$ cat src/rtl/encrypt.sv
// Iterative 64-bit nibble-oriented block cipher: one round per clock, four rounds per block.
// Optional ENCRYPT_LASTKEY_EN adds a lastKey output holding the final round key.
module encrypt (
    input  logic        clk,
    input  logic        rst,
    input  logic        start,
    input  logic [63:0] plaintext,
    input  logic [63:0] secretKey,
    output logic [63:0] ciphertext,
    output logic        busy,
    output logic        done
`ifdef ENCRYPT_LASTKEY_EN
    ,
    output logic [63:0] lastKey
`endif
);

    typedef enum logic {
        IDLE = 1'b0,
        RUN  = 1'b1
    } state_e;

    state_e      state_q, state_d;
    logic [63:0] data_q, data_d;
    logic [63:0] key_q, key_d;
    logic [1:0]  round_q, round_d;
    logic [63:0] ct_q, ct_d;
    logic        done_q, done_d;
`ifdef ENCRYPT_LASTKEY_EN
    logic [63:0] lastkey_q, lastkey_d;
`endif

    logic [3:0]  rcon;
    logic [63:0] next_key;
    logic [63:0] shifted;
    logic [63:0] round_out;

    function automatic logic [3:0] sbox(input logic [3:0] x);
        logic [3:0] y;
        unique case (x)
            4'h0: y = 4'h9;
            4'h1: y = 4'h4;
            4'h2: y = 4'hA;
            4'h3: y = 4'hB;
            4'h4: y = 4'hD;
            4'h5: y = 4'h1;
            4'h6: y = 4'h8;
            4'h7: y = 4'h5;
            4'h8: y = 4'h6;
            4'h9: y = 4'h2;
            4'hA: y = 4'h0;
            4'hB: y = 4'h3;
            4'hC: y = 4'hC;
            4'hD: y = 4'hE;
            4'hE: y = 4'hF;
            default: y = 4'h7;
        endcase
        return y;
    endfunction

    function automatic logic [63:0] sub_nibbles(input logic [63:0] x);
        logic [63:0] y;
        for (int n = 0; n < 16; n++) begin
            y[4*n +: 4] = sbox(x[4*n +: 4]);
        end
        return y;
    endfunction

    // Nibble (row r, column c) sits at bits [63-4*(4c+r) -: 4].
    function automatic logic [63:0] shift_rows(input logic [63:0] x);
        logic [63:0] y;
        for (int c = 0; c < 4; c++) begin
            for (int r = 0; r < 4; r++) begin
                y[63-4*(4*c+r) -: 4] = x[63-4*(4*((c+r)%4)+r) -: 4];
            end
        end
        return y;
    endfunction

    // Multiply by x in GF(2^4) modulo x^4+x+1.
    function automatic logic [3:0] gf_x2(input logic [3:0] a);
        return {a[2:0], 1'b0} ^ {2'b00, a[3], a[3]};
    endfunction

    function automatic logic [3:0] gf_x3(input logic [3:0] a);
        return gf_x2(a) ^ a;
    endfunction

    function automatic logic [63:0] mix_columns(input logic [63:0] x);
        logic [63:0] y;
        logic [3:0]  a0, a1, a2, a3;
        for (int c = 0; c < 4; c++) begin
            a0 = x[63-16*c -: 4];
            a1 = x[59-16*c -: 4];
            a2 = x[55-16*c -: 4];
            a3 = x[51-16*c -: 4];
            y[63-16*c -: 4] = gf_x2(a0) ^ gf_x3(a1) ^ a2 ^ a3;
            y[59-16*c -: 4] = a0 ^ gf_x2(a1) ^ gf_x3(a2) ^ a3;
            y[55-16*c -: 4] = a0 ^ a1 ^ gf_x2(a2) ^ gf_x3(a3);
            y[51-16*c -: 4] = gf_x3(a0) ^ a1 ^ a2 ^ gf_x2(a3);
        end
        return y;
    endfunction

    function automatic logic [63:0] key_expand(input logic [63:0] k, input logic [3:0] rc);
        logic [15:0] w0, w1, w2, w3, rot, t;
        w0  = k[63:48];
        w1  = k[47:32];
        w2  = k[31:16];
        w3  = k[15:0];
        rot = {w3[11:0], w3[15:12]};
        t   = {sbox(rot[15:12]) ^ rc, sbox(rot[11:8]), sbox(rot[7:4]), sbox(rot[3:0])};
        w0  = w0 ^ t;
        w1  = w1 ^ w0;
        w2  = w2 ^ w1;
        w3  = w3 ^ w2;
        return {w0, w1, w2, w3};
    endfunction

    // Round datapath: round_q counts completed rounds, so rcon = 1,2,4,8.
    always_comb begin
        rcon      = 4'b0001 << round_q;
        next_key  = key_expand(key_q, rcon);
        shifted   = shift_rows(sub_nibbles(data_q));
        round_out = ((round_q == 2'd3) ? shifted : mix_columns(shifted)) ^ next_key;
    end

    // NOTE: every next-state signal gets a hold default first so no path infers a latch.
    always_comb begin
        state_d = state_q;
        data_d  = data_q;
        key_d   = key_q;
        round_d = round_q;
        ct_d    = ct_q;
        done_d  = 1'b0;
`ifdef ENCRYPT_LASTKEY_EN
        lastkey_d = lastkey_q;
`endif
        unique case (state_q)
            IDLE: begin
                if (start) begin
                    data_d  = plaintext ^ secretKey;
                    key_d   = secretKey;
                    round_d = 2'd0;
                    state_d = RUN;
                end
            end
            RUN: begin
                data_d  = round_out;
                key_d   = next_key;
                round_d = round_q + 2'd1;
                if (round_q == 2'd3) begin
                    ct_d    = round_out;
                    done_d  = 1'b1;
                    state_d = IDLE;
`ifdef ENCRYPT_LASTKEY_EN
                    lastkey_d = next_key;
`endif
                end
            end
            default: state_d = IDLE;
        endcase
    end

    // NOTE: state registers use non-blocking assignments so every flop samples pre-edge values.
    always_ff @(posedge clk or posedge rst) begin
        if (rst) begin
            state_q <= IDLE;
            data_q  <= '0;
            key_q   <= '0;
            round_q <= '0;
            ct_q    <= '0;
            done_q  <= 1'b0;
`ifdef ENCRYPT_LASTKEY_EN
            lastkey_q <= '0;
`endif
        end else begin
            state_q <= state_d;
            data_q  <= data_d;
            key_q   <= key_d;
            round_q <= round_d;
            ct_q    <= ct_d;
            done_q  <= done_d;
`ifdef ENCRYPT_LASTKEY_EN
            lastkey_q <= lastkey_d;
`endif
        end
    end

    assign ciphertext = ct_q;
    assign busy       = (state_q == RUN);
    assign done       = done_q;
`ifdef ENCRYPT_LASTKEY_EN
    assign lastKey    = lastkey_q;
`endif

endmodule

$ cat config.mk
export PLATFORM = sky130hd
export DESIGN_NAME = encrypt
export DESIGN_NICKNAME = d
export VERILOG_FILES = /design/src/rtl/encrypt.sv
export SDC_FILE = /design/constraint.sdc
export NUM_CORES = 1
export LEC_CHECK = 0
export CORE_MARGIN = 2
export CORE_UTILIZATION = 58
export DETAILED_ROUTE_END_ITERATION = 6
export GPL_TIMING_DRIVEN = 0
export PLACE_DENSITY = 0.9
export SLEW_MARGIN = 20
export SYNTH_ARGS = -nofsm -noshare
export SYNTH_HDL_FRONTEND = slang
export SYNTH_SLANG_ARGS = --single-unit
$ cat constraint.sdc
create_clock -name clk -period 7.8 [get_ports clk]
set_clock_uncertainty 0.1 [all_clocks]
set_input_delay 1.56 -clock clk [delete_from_list [all_inputs] [get_ports clk]]
set_output_delay 1.56 -clock clk [all_outputs]
set_load 0.01 [all_outputs]
# Yosys cells after proc, flatten, opt, wreduce, memory -nomap -nowiden
# Memory sizes are Yosys's and may differ from the RTL's.
# Cells that the tools add are included.
# totals
regBits	196
mem_bits_ro	1280
inputBits	131
out_inout_bits	66
wordCells	131
n_memories	20
# classes
add_sub_neg	1
eq_ne	2
n_shift	1
n_mux	12
n_bitwise	88
reduce_logical	1
# memory_table
memory	words	word_bits	read_ports	rd_ports_with_merged_regs	write_ports	line_no	source
(name not given)	16	4	1	0	0	40	unique case (x)
(name not given)	16	4	1	0	0	40	
(name not given)	16	4	1	0	0	40	
(name not given)	16	4	1	0	0	40	
(name not given)	16	4	1	0	0	40	
(name not given)	16	4	1	0	0	40	
14 more memories	-	-	-	-	-	-	
# op_table
op	count
$xor A4 B4 Y4	65
$pmux W64 S2	2
$mux W64	3
$xor A64 B64 Y64	2
$xor A16 B16 Y16	4
$xor A4 B2 Y4	16
$mux W1	4
$pmux W2 S2	1
$shl A1 B2 Y4 const A	1
$add A2 B1 Y2 const B	1
$eq A2 B2 Y1 const B	1
$mux W2	1
$ne A2 B2 Y1 const B	1
$pmux W1 S2	1
$reduce_and A2 Y1	1
$not A1 Y1	1

# Depth between registers and ports, before layout
# An unclocked memory read counts as a cell.
# depth
word_depth	9
ltp_mapped	9
depth_no_buf	9

# Worst setup path before layout
# Ideal clock, no wire load.
# synth_path
path_type	in2reg
startpoint	input start
endpoint	register key_q[12]
t_arrival_ps	2850
required_ps	7565
setup_slack_ps	4715
path_stages	5
path_buffers	3
path_cell_list	clkbuf_1 > clkbuf_1 > clkbuf_1 > mux2i_1 > o21ai_0
# synth_via
elab_chain_cells	1
# synth_lines
element	line_no	source
start: declaration	6	input logic start,
$ne A2 B2 Y1 (no source line)	-	
end signal: assignment	180	key_q <= key_d;
end: declaration	25	logic [63:0] key_q, key_d;
# No other way between the ends.
# A chain may end at the register's enable or synchronous reset.

# Final worst setup path
# layout_path
startpoint	input start
endpoint	register data_q[42]
# layout_via
elab_chain_cells	1
# layout_lines
element	line_no	source
$ne A2 B2 Y1 (no source line)	-	
end signal: assignment	179	data_q <= data_d;
end: declaration	24	logic [63:0] data_q, data_d;
# No other way between the ends.

==> metrics <==
status=complete, but fails checks; failing checks=DRC; first-pass GRT wire length=93400 microns; Die W=178 microns; Vias=15500; DRT Pass-1 Iters=7; syn nets=2107; CP Class=in -> reg; Resize count post-CTS=0; total clock sinks=196; Ports=197; Post-Syn Area=17500 sq um; initial drt markers=1910; Synth cell types=61; fin crit share=56.9%; Hold Fails Final Rpt=0; core region area=29600 sq um; commonest non-fill, non-tap cell in the layout=xnor2_1; CTS tree=built; critical path cell sequence=clkdlybuf4s50_1 > clkbuf_1 > clkbuf_1 > clkbuf_1 > a211oi_1 > a31oi_1 > o211ai_1; Seq/Total Area, Yosys=28.1%; share of cells above drive strength 1=5.90%; Crit-path slowest cell=clkbuf_1; area delta synth->final=18.1%; clk slew on worst S/H paths=80 ps; Hold Path Class=reg -> reg; Register Area=4900 sq um; CP most frequent cell=clkbuf_1; DRC Markers=1; Max-slew headroom=13.9%; startpoint types=input pin; RSZ-0062 raised after global routing=false; number of diodes=0; post-DR vias/cell=6.27; number of synthesized flops with an enable pin=0; Worst path max stage delay=1020 ps; DR WL/cell=25.5 microns; final core occ=69.6%; Async SR Flop Fraction=100%; post-CTS setup buffer count=0; Seq cells post-synth=196; Post-CTS Hold Buffers=0; Crit path arrival time=4670 ps; Worst Tran Pin Value=1290 ps; hold slack final=382 ps; Setup violations, final=0; Final HPWL DP=48000 microns; ANT nets after route=0; fill count=2334; H-tree levels=4; multi-input combinational cell area=11800 sq um; initial antenna violation count=1; CP endpoint kind=flop; Root Driver=clkbuf_16; Starting Density=58.9%; CP Data Required Time=8030 ps; Die Y=178 microns; FP Rows=63; WL final=63000 microns; Final #Nets=2324; IO buf count=196; Syn Inst Count=1853; grt ovf=0; most frequent cells in the layout=xnor2_1 (262), dfrtp_1 (196), clkdlybuf4s50_1 (196); largest net degree at the start of global routing=85; final slew viol count=0; Overall Global Routing Usage=40.6%; Max-Cap Viols=0; TritonCTS Buffers=17; Die Area=31500 sq um; worst skew pair latency=460 ps; syn avg cell area=9.42 sq um; GP Congestion=1.02; FMAX=225 MHz; top_reg_cell synth=dfrtp_1; Tmin final=4440 ps; synth warn=0; CTS Buffer Depth=2; number of global-route vias before repair=15400; crit-path max FO=10
[path summary, 6_finish.rpt]
path	cells past startpoint	slack [ps]	from	endpoint
max reg2reg	7	3440	round_q[0]$_DFFE_PP0P_	data_q[37]$_DFFE_PP0P_
min in group asynchronous	2	1380	rst	ciphertext[57]$_DFFE_PP0P_
max	7	3360	start	data_q[42]$_DFFE_PP0P_
min	2	380	ciphertext[4]$_DFFE_PP0P_	ciphertext[4]$_DFFE_PP0P_
max in group asynchronous	3	5450	rst	ciphertext[16]$_DFFE_PP0P_
min reg2reg	2	380	ciphertext[4]$_DFFE_PP0P_	ciphertext[4]$_DFFE_PP0P_
[cell usage after synthesis (all sizes together), types with 35 or more instances]
cell	n	share of area [%]
clkbuf	79	1.7
buf	37	1.0
mux2i	87	5.0
a21oi	75	2.1
a211oi	37	1.6
ha	123	8.8
nand2	184	4.0
nor2b	48	1.7
xnor2	266	13
xnor3	35	4.5
dfrtp	196	28
nor2	106	2.3
xor2	109	5.6
o21ai	145	4.2
inv	76	1.6
[per-stage QoR]
| step | std cells | worst slack, ps | cell area (sq um) | TNS [ps] |
|---|---|---|---|---|
| after floorplan | 1853 | 799 | 17500 | 0 |
| after CTS | 2473 | 3640 | 20600 | 0 |
| after global placement | 2439 | -2120 | 19900 | -412300 |
| final | 2473 | 3360 | 20600 | 0 |
| after global routing | 2473 | 3400 | 20600 | 0 |
| after detailed placement | 2441 | 3200 | 20000 | 0 |
[flip-flops by register name, indices dropped and copies added (netlist names)]
register / count
key_q: 64
data_q: 64
round_q: 2
done: 1
ciphertext: 64
busy: 1
[per-layer routing]
| metal | up-vias | routed length (microns) | global-route usage (%) |
|---|---|---|---|
| li1 | 6674 | - | - |
| met1 | 7492 | 23200 | 51.8 |
| met2 | 1054 | 27600 | 61.9 |
| met3 | 292 | 7780 | 11.0 |
| met4 | 2 | 4450 | 23.9 |
| met5 | - | 18 | 0 |
[cell families (layout without fill, tap and decap cells)]
family / count (synthesis) / count (layout) / share of synthesized area, %
AND/OR/NAND/NOR: 448 / 448 / 12.0
multiplexers: 111 / 111 / 7.89
adder cells (fa/ha/maj): 123 / 123 / 8.81
flip-flops: 196 / 196 / 28.1
AO/OA/AOI/OAI: 359 / 359 / 13.5
XOR/XNOR: 423 / 423 / 25.4
buffers and inverters: 193 / 423 / 4.37
[layout make-up]
type	instances	share of cell area [%]
plain buffers	116	2.31
flip-flops and latches	196	23.8
clock inverters	14	1.04
clock buffers	18	2.08
multi-input cells	1464	57.2
repair buffers	198	9.78
well taps	390	2.37
inverters	77	1.44
[worst max-delay path: cells and delay by family]
family                 cells  cell delay, ps
AO/OA/AOI/OAI              3             510
buffers and inverters      4            2590
Power is left out: the tool's default activity adds up to more than one toggle a clock period on the data nets, which glitch-free logic cannot reach.
